[src/rtl/fifo_pkg.sv]
// rtl/fifo_pkg.sv - shared FIFO pointer helpers (depth derivation, Gray conversion)
package fifo_pkg;

  // Widest pointer the helper functions handle; callers zero-extend and truncate.
  localparam int PTR_MAX_W = 32;

  // Number of memory entries addressed by addr_width address bits.
  function automatic int fifo_depth(input int addr_width);
    return 1 << addr_width;
  endfunction

  // Binary to reflected Gray code.
  function automatic logic [PTR_MAX_W-1:0] bin_to_gray(input logic [PTR_MAX_W-1:0] b);
    return b ^ (b >> 1);
  endfunction

  // Reflected Gray code back to binary: each bit is the XOR of itself and all higher bits.
  function automatic logic [PTR_MAX_W-1:0] gray_to_bin(input logic [PTR_MAX_W-1:0] g);
    logic [PTR_MAX_W-1:0] b;
    b[PTR_MAX_W-1] = g[PTR_MAX_W-1];
    for (int i = PTR_MAX_W - 2; i >= 0; i--) begin
      b[i] = b[i+1] ^ g[i];
    end
    return b;
  endfunction

endpackage

[src/rtl/gray2bin.sv]
// rtl/gray2bin.sv - combinational Gray-to-binary converter of parametrised width
module gray2bin #(
  parameter int W = 6
) (
  input  logic [W-1:0] gray,
  output logic [W-1:0] bin
);

  // Bit i of the binary value is the parity of Gray bits W-1 down to i.
  for (genvar i = 0; i < W; i++) begin : g_bit
    assign bin[i] = ^gray[W-1:i];
  end

endmodule

[src/rtl/rd_ptr_empty_ctrl.sv]
// rtl/rd_ptr_empty_ctrl.sv - async FIFO read-side pointer, empty/almost-empty, level and underflow
module rd_ptr_empty_ctrl
  import fifo_pkg::*;
#(
  parameter int Addr_width = 5,
  parameter int AE_level   = 4
) (
  input  logic                  Rd_clk,
  input  logic                  rst,
  input  logic                  Rd_en,
  input  logic [Addr_width:0]   Synch_Wr_point,
  output logic [Addr_width-1:0] Rd_addr,
  output logic [Addr_width:0]   Rd_point,
  output logic                  Empty_sig,
  output logic                  Almost_empty,
  output logic [Addr_width:0]   Rd_level,
  output logic                  Rd_valid,
  output logic                  Underflow
);

  localparam int PW       = Addr_width + 1;
  localparam int DEPTH    = fifo_depth(Addr_width);
  // Out-of-range thresholds are clamped so the flag still means "nearly drained".
  localparam int AE_CLAMP = (AE_level < DEPTH) ? AE_level : DEPTH - 1;
  localparam logic [PW-1:0] AE_THR = PW'(AE_CLAMP);

  logic [PW-1:0] rd_bin;
  logic [PW-1:0] rd_bin_nx;
  logic [PW-1:0] rd_gray_nx;
  logic [PW-1:0] wr_bin;
  logic [PW-1:0] lvl_nx;
  logic          rd_acc;

  gray2bin #(.W(PW)) u_wr_g2b (
    .gray (Synch_Wr_point),
    .bin  (wr_bin)
  );

  // Reads are accepted against the registered flag only, so the accept path is short.
  assign rd_acc     = Rd_en & ~Empty_sig;
  assign rd_bin_nx  = rd_bin + PW'(rd_acc);
  assign rd_gray_nx = PW'(bin_to_gray(PTR_MAX_W'(rd_bin_nx)));
  assign lvl_nx     = wr_bin - rd_bin_nx;
  assign Rd_addr    = rd_bin[Addr_width-1:0];

  // Pointer, flag and level registers; reset wins over any read in flight.
  always_ff @(posedge Rd_clk) begin
    if (!rst) begin
      rd_bin       <= '0;
      Rd_point     <= '0;
      Empty_sig    <= 1'b1;
      Almost_empty <= 1'b1;
      Rd_level     <= '0;
      Rd_valid     <= 1'b0;
      Underflow    <= 1'b0;
    end else begin
      rd_bin       <= rd_bin_nx;
      Rd_point     <= rd_gray_nx;
      // Full-width compare keeps the wrap bit, so a full FIFO never reads as empty.
      Empty_sig    <= (rd_gray_nx == Synch_Wr_point);
      Almost_empty <= (lvl_nx <= AE_THR);
      Rd_level     <= lvl_nx;
      Rd_valid     <= rd_acc;
      Underflow    <= Underflow | (Rd_en & Empty_sig);
    end
  end

endmodule
[config.mk]
export PLATFORM = sky130hd
export DESIGN_NAME = rd_ptr_empty_ctrl
export DESIGN_NICKNAME = d
export VERILOG_FILES = /design/src/rtl/fifo_pkg.sv /design/src/rtl/gray2bin.sv /design/src/rtl/rd_ptr_empty_ctrl.sv
export SDC_FILE = /design/constraint.sdc
export NUM_CORES = 1
export LEC_CHECK = 0
export BUFFER_PORTS_ARGS = -buffer_cell sky130_fd_sc_hd__buf_2
export CAP_MARGIN = 20
export CORE_AREA = 2 2 53 55
export DETAILED_ROUTE_END_ITERATION = 12
export DIE_AREA = 0 0 55 57
export GPL_ROUTABILITY_DRIVEN = 0
export PLACE_DENSITY = 0.74
export SETUP_SLACK_MARGIN = 0.02
export SLEW_MARGIN = 10
export SYNTH_ARGS = -nofsm -noshare
export SYNTH_HDL_FRONTEND = slang
export SYNTH_SLANG_ARGS = --single-unit
[constraint.sdc]
create_clock -name Rd_clk -period 5.74 [get_ports Rd_clk]
set_clock_uncertainty 0.15 [all_clocks]
set_input_delay 0.861 -clock Rd_clk [delete_from_list [all_inputs] [get_ports Rd_clk]]
set_output_delay 0.861 -clock Rd_clk [all_outputs]
set_load 0.01 [all_outputs]
Yosys cells after proc, flatten, opt, wreduce, memory -nomap -nowiden. Cells that the tools add are included.

Order comparisons: 1. Reductions and logical operators: 5. Bitwise logic cells: 5. Equality and inequality tests: 1. $add $sub $neg: 2.

Operators with widths (number): adder 6 x 1 -> 6 bit (1); == test 6 bit (1); less-or-equal comparator 6 x 3 -> 1 bit (second input constant) (1); XOR reduction 6 bit (1); subtractor 6 bit (1); XOR 6 x 5 -> 6 bit (1); XOR reduction 5 bit (1); XOR reduction 4 bit (1); XOR reduction 3 bit (1); bitwise AND 1 bit (2); XOR reduction 2 bit (1); NOT 1 bit (1); bitwise OR 1 bit (1).

Register bits: 22. Output and inout port bits: 21. Logic and storage cells: 21.

Longest topological paths before layout. Gate-level depths: netlist of run 1.

Depth in word-level cells: 5. Gate-level depth with buffers: 13. Gate-level depth less buffers: 12.

Hierarchy. Synthesis of run 1 repeated with hierarchy kept, for this count alone.

Cell total of the unflattened synthesis: 117. Area, all modules: 1164.9 um2.

By module, submodules not included: rd_ptr_empty_ctrl (instances 1, cells each 110, area an instance 1056.0 um2); gray2bin (instances 1, cells each 7, area an instance 108.9 um2).

Worst setup path before layout of run 1. OpenSTA, ideal clock, no wires.

Path kind: in2reg. From: in Synch_Wr_point[3]. To: reg Almost_empty. Arrival time: 3342 ps. Required time: 5487 ps. Stages: 12. Setup time: 103 ps. Slack: 2145 ps. Cell sequence: buf_2 xor2_1 xnor2_1 xor2_1 xor2_1 ha_1 fa_1 nor2_1 maj3_1 a21oi_1 a21oi_1 a2111oi_2.

Cells in the longest elaborated chain, start to end: 3.

RTL lines: start: declaration (line rd_ptr_empty_ctrl.sv:11) `input logic [Addr_width:0] Synch_Wr_point,`; XOR reduction 6 bit (tied with other cells) (line gray2bin.sv:11) `assign bin[i] = ^gray[W-1:i];`; subtractor 6 bit (*) (line rd_ptr_empty_ctrl.sv:43) `assign lvl_nx = wr_bin - rd_bin_nx;`; less-or-equal comparator 6 x 3 -> 1 bit (*) (line rd_ptr_empty_ctrl.sv:61) `Almost_empty <= (lvl_nx <= AE_THR);`; end signal: assignment (line rd_ptr_empty_ctrl.sv:61); end: declaration (line rd_ptr_empty_ctrl.sv:15) `output logic Almost_empty,`.

Every way passes the cells marked *; elsewhere a longest branch is shown, timed or not. A chain may end at the register's enable or synchronous reset.

Final worst setup path of run 1.
From: in Synch_Wr_point[4]. To: reg Almost_empty.

Cells in the longest elaborated chain, start to end: 3.

RTL lines (line): XOR reduction 6 bit (tied with other cells) (gray2bin.sv:11); subtractor 6 bit (*) (rd_ptr_empty_ctrl.sv:43); less-or-equal comparator 6 x 3 -> 1 bit (*) (rd_ptr_empty_ctrl.sv:61).

Marks and branches as above.

==> summary.md, run 1 <==
| Metric | Value |
|---|---|
| WL/cell | 11.9 um |
| Worst Setup End Kind | register |
| End of the worst register-to-register path | Almost_empty |
| Worst Path Required | 5.79 ns |
| Post-synth EDFFs | 0 |
| Status | finished clean |
| RR Startpoint | Empty_sig |
| Worst Hold Class | reg -> reg |
| Distinct cells, synth | 32 |
| Maximum clock rate | 277 MHz |
| Min Tclk post-route | 3.61 ns |
| Number of nets in the layout | 174 |
| WHS Path Cells | 2 |
| Pin count of the biggest net entering global routing | 25 |
| Placed cell area | 1400 um^2 |
| Residual DRC | 0 |
| Clk pwr share | 0.203 |
| Vias in the first global route | 917 |
| Port Buf Inserts | 29 |
| Mean Syn Cell Area | 9.51 um^2 |
| Top cells by area, synth | dfxtp_1, xnor2_1, xor2_1 |
| Layout cells sized above 1 | 0.270 |
| Footprint of the multi-input gates | 779 um^2 |
| Sequential share of power | 0.474 |
| Comb pwr share | 0.323 |
| Grt ovf | 0 |
| Power per cell area | 241 nW/um^2 |
| Sw Pwr | 0.107 mW |
| Layout area overhead | 16.1% |
| Vias per cell | 4.95 |
| Inserted Clock Buffers | 3 |
| CP delay by family, top | XOR/XNOR gates |
| DP HPWL | 1760 um |
| Hold path endpoint | Underflow |
| Core box area | 2620 um^2 |
| Max-slew headroom | 0.591 |
| Critical path fanouts, max | 6 |
| R2r setup slk | 2.91 ns |
| Clock buffer depth | 2 |
| Crit Path Category | in -> reg |
| FP Rows | 19 |
| Total track usage | 0.160 |
| Die Y | 57 um |
| Die footprint | 3140 um^2 |
| Mapped Cells | 129 |
| Die width | 55 um |
| Initial antenna violation count | 0 |
| Final setup viols | 0 |
| FF+latch area | 420 um^2 |
| CP startpoint kind | input pin |
| Final Cell Area | 1430 um^2 |
| Period utilisation layout | 0.629 |
| # Post-CTS Setup Buffers | 0 |
| Routed Antenna Nets | 0 |
| Worst Tran Pin Value | 0.611 ns |
| Worst path max stage delay | 0.37 ns |
| First-pass GRT wire length | 3720 um |
| CP Cell Sequence | buf_2, xor2_2, xnor2_1, xor2_1, xor2_1, ha_1, fa_1, nor2_1, maj3_1, a21oi_1, a21oi_1, a2111oi_2 |
| Final setup TNS | 0 ns |
| YS warnings | 0 |
| Max Slew Vio Count | 0 |
| CTS Hold Bufs | 0 |
| CP bufs+invs | 1 |
| DR iter-0 viols | 16 |
| Drt total wl | 2270 um |
| Critical Path AT | 3.67 ns |
| RSZ-0062 raised after global routing | no |
| Main flop type after synthesis | dfxtp_1 |
| Clock root cell | clkbuf_4 |
| Vias | 940 |
| Placed Cells incl. Taps | 186 |
| Slowest stage cell, crit path | xor2_1 |
| DR pass1 iterations | 2 |
| Clock Sinks | 21 |
| CTS tree | built |
| Post-Syn Nets | 143 |
| Post-synth ARST share | 0 |
| LEAKAGE | 0.657 nW |
| Filler Cell Count | 243 |
| Switching Fraction | 0.312 |
| Post-synth top cells | dfxtp_1, xnor2_1, and2_1, xor2_1 |
| Yosys top cell area share | 0.343 |
| P_int | 0.236 mW |
| # IOs | 30 |
| Clock slew seen by the registers of the worst setup and hold paths | 0.11 ns |
| Finished Layout Cells | 190 |
| Most numerous cell in the Yosys netlist | dfxtp_1 |
| IR drop worst, VDD | 0.120 mV |
| Share of the yosys chip area belonging to registers | 0.343 |
| Area leader, netlist | dfxtp_1 |
| Max Cap Viol | 0 |
| Worst R2R Path Depth | 10 |
| Post_cts resized | 0 |
| Worst-Skew Late Latency | 0.30 ns |
| H-tree lvl count | 1 |
| Starting density of the core | 0.469 |
| Worst Hold Launch | Underflow |
| Final Hold Fails | 0 |
| Flop and latch count out of synthesis | 21 |
| Mapped cell area | 1230 um^2 |
| Inserted Diodes | 0 |
## cells in the final DEF, fill, tap and decap left out, types with 4 or more instances in the layout
master and count:
a21oi_1 5, and2_1 13, buf_2 29, dfxtp_1 21, ha_1 4, inv_1 4
nand2_1 8, nand3_1 4, nor2_1 6, nor2b_1 8, xnor2_1 15, xor2_1 10
## metal layers
metal / wire length, um / track usage / up-vias / share of wire
met3: 61 / 0.00785 / 4 / 0.027
met2: 1120 / 0.270 / 18 / 0.50
met5: 0 / 0 / - / 0
met4: 47 / 0.0836 / 0 / 0.021
met1: 1030 / 0.199 / 434 / 0.46
li1: - / - / 484 / -
## how the worst max path moves through the flow
stage | startpoint | endpoint | slack, ns | cells after the start
global route | Synch_Wr_point[4] | Almost_empty | 1.88 | 12
detailed placement | Synch_Wr_point[4] | Almost_empty | 1.82 | 12
finish | Synch_Wr_point[4] | Almost_empty | 2.13 | 12
global placement | Synch_Wr_point[4] | Almost_empty | 1.98 | 12
CTS | Synch_Wr_point[4] | Almost_empty | 2.13 | 12
floorplan | Synch_Wr_point[3] | Almost_empty | 2.14 | 12
## kinds of logic after synthesis
| kind of cell | Yosys count | share of synthesized area |
|---|---|---|
| buffers and inverters | 7 | 0.0224 |
| DFF | 21 | 0.343 |
| and+or+nand+nor | 46 | 0.201 |
| xor gates and xnor gates | 30 | 0.245 |
| adders and majority gates | 7 | 0.0744 |
| AOI/OAI and AO/OA | 15 | 0.0897 |
| muxes | 3 | 0.0255 |
## power groups by stage
stage,registers [mW],clock network (mW),logic [mW]
2_1_floorplan,0.174,0,0.0723
3_3_place_gp,0.166,0,0.108
3_5_place_dp,0.166,0,0.112
4_1_cts,0.163,0.0722,0.112
5_1_grt,0.164,0.0791,0.123
6_report,0.163,0.0697,0.111
## registers in the layout (all words and copies together) (netlist names)
register	count
Rd_level	6
Rd_valid	1
Almost_empty	1
Rd_point	6
Empty_sig	1
Underflow	1
rd_bin	5
## area by class of cell
cell class,instances,area share
sequential,21,0.295
multi-input combinational,101,0.547
clock buffer,4,0.0184
inverter,4,0.0105
tap,31,0.0272
timing repair buffer,29,0.102
## stage by stage
stage	worst slack (ns)	total power, mW	utilization	hold WS [ns]
floorplan	2.14	0.247	-	0.374
global placement	1.98	0.274	0.535	0.314
detailed placement	1.82	0.278	0.535	0.330
CTS	2.13	0.347	0.545	0.359
global route	1.88	0.366	0.545	0.416
finish	2.13	0.344	0.545	0.354
## worst min-delay path, delay by kind of cell, from the launching register on
family	cells	cell delay [ns]
simple gates	1	0.09
compound gates	1	0.04
flops	1	0.35
No activity file was read; power rests on OpenSTA's default activity.
==> run 2: changes to the inputs <==
- CORE_AREA: 2 2 53 55 -> 2 2 55 57
- DIE_AREA: 0 0 55 57 -> 0 0 57 59
- PLACE_DENSITY: 0.74 -> 0.72
- clock period: 5.74 -> 2.9 ns (I/O delays scaled with it)
==> run 2 against run 1 <==
  * Hold slack got worse by 0.12 ns
  * Sequential cell count unchanged
  * Non-clock buffer count grew 13
  * Via count grew 6.4%
==> summary.md, run 2 (same netlist as run 1, synthesis figures left out) <==
| Metric | Value |
|---|---|
| Highest Signal Layer | met4 |
| Finished Layout Cells | 203 |
| Power per cell area | 463 nW/um^2 |
| Max-slew headroom | 0.738 |
| DP HPWL | 1970 um |
| Residual DRC | 0 |
| Placed Cells incl. Taps | 199 |
| Drt total wl | 2400 um |
| CP delay by family, top | XOR/XNOR gates |
| Core box area | 2710 um^2 |
| Commonest non-fill, non-tap cells in the layout | buf_2, dfxtp_1, xnor2_1 |
| Vias in the first global route | 918 |
| Grt ovf | 0 |
| Clock buffer depth | 2 |
| Filler Cell Count | 255 |
| Critical Path AT | 2.77 ns |
| Initial antenna violation count | 0 |
| Layout area overhead | 28.1% |
| Metal3 WL | 91 um |
| IR drop worst, VDD | 0.234 mV |
| Starting density of the core | 0.453 |
| H-tree lvl count | 1 |
| Worst Path Required | 2.98 ns |
| CTS tree | built |
| Max Cap Viol | 0 |
| Post_cts resized | 0 |
| Inserted Diodes | 0 |
| Status | finished clean |
| DR pass1 iterations | 3 |
| CP Cell Sequence | buf_2, xor2_2, xnor2_2, xor2_2, xor2_1, ha_2, inv_2, a21oi_4, xnor2_1, a211oi_2, xnor2_1, and2_1, a2111oi_2 |
| Wl on met1 | 1080 um |
| Worst hold slack | 0.232 ns |
| Placed cell area | 1550 um^2 |
| Commonest non-fill, non-tap cell in the layout | buf_2 |
| Worst Hold Class | in -> reg |
| DR iter-0 viols | 14 |
| Pin count of the biggest net entering global routing | 25 |
| Worst path max stage delay | 0.31 ns |
| Inserted Clock Buffers | 3 |
| Total track usage | 0.164 |
| # IOs | 30 |
| Port Buf Inserts | 29 |
| Biggest regs | Rd_level x6, Rd_point x6, rd_bin x5 |
| Maximum clock rate | 371 MHz |
| Period utilisation layout | 0.929 |
| Final Hold Fails | 0 |
| Max Slew Vio Count | 0 |
| # Post-CTS Setup Buffers | 0 |
| Min Tclk post-route | 2.70 ns |
| Crit Path Category | in -> reg |
| Final Cell Area | 1570 um^2 |
| Critical path fanouts, max | 4 |
| Die footprint | 3360 um^2 |
| Number of nets in the layout | 187 |
| RSZ-0062 raised after global routing | no |
| LEAKAGE | 0.725 nW |
| DR WL met2 | 1170 um |
| CP startpoint kind | input pin |
| Clock root cell | clkbuf_4 |
| First-pass GRT wire length | 4150 um |
| Die width | 57 um |
| Clock slew seen by the registers of the worst setup and hold paths | 0.12 ns |
| Worst-Skew Late Latency | 0.32 ns |
| Clock Sinks | 21 |
| Vias | 1000 |
| WL/cell | 11.8 um |
| FP Rows | 19 |
| Die Y | 59 um |
| CP bufs+invs | 2 |
| Worst Setup End Kind | register |
| Vias per cell | 4.93 |
| Routed Antenna Nets | 0 |
| Worst Tran Pin Value | 0.391 ns |
| Layout cells sized above 1 | 0.390 |
| Final setup viols | 0 |
| CTS Hold Bufs | 0 |
| Slowest stage cell, crit path | a2111oi_2 |
[run 2: power by group]
| group | internal [mW] | switching (mW) | total (mW) |
|---|---|---|---|
| sequential | 0.315 | 0.00681 | 0.322 |
| combinational | 0.128 | 0.133 | 0.260 |
| clock | 0.0539 | 0.0923 | 0.146 |
| total | 0.497 | 0.232 | 0.729 |
[run 2: layout make-up]
class | instances | area, um^2 | share of cell area
Multi-Input combinational cell | 101 | 830 | 0.527
Tap cell | 31 | 38.8 | 0.0247
Timing Repair Buffer | 42 | 243 | 0.154
Inverter | 4 | 15.0 | 0.00955
Sequential cell | 21 | 420 | 0.267
Clock buffer | 4 | 26.3 | 0.0167
[run 2: through the flow]
stage / setup TNS, ns / total power [mW] / utilization / setup WS [ns]
final: 0 / 0.729 / 0.580 / 0.205
after global routing: 0 / 0.769 / 0.580 / 0.0472
after CTS: 0 / 0.735 / 0.580 / 0.195
after detailed placement: -0.230 / 0.592 / 0.571 / -0.143
after global placement: -0.0470 / 0.583 / 0.571 / -0.0452
after floorplan: 0 / 0.514 / - / 0.00858
[run 2: worst min-delay path, cell delays in order]
cell	delay (ns)
buf_2	0.09
a21oi_1	0.05
nor2b_1	0.09
[run 2: final timing paths]
check	startpoint	endpoint	slack, ns	cells past startpoint
worst max-delay path	Synch_Wr_point[2]	Almost_empty	0.20	13
worst min-delay path	Rd_en	Underflow	0.23	3
worst max register to register	Empty_sig	Almost_empty	0.34	10
worst min register to register	Underflow	Underflow	0.36	2
[run 2: metal layers]
metal / track usage / vias to the layer above
met5: 0 / -
met1: 0.217 / 465
li1: - / 508
met3: 0.0153 / 5
met4: 0.0997 / 0
met2: 0.261 / 22
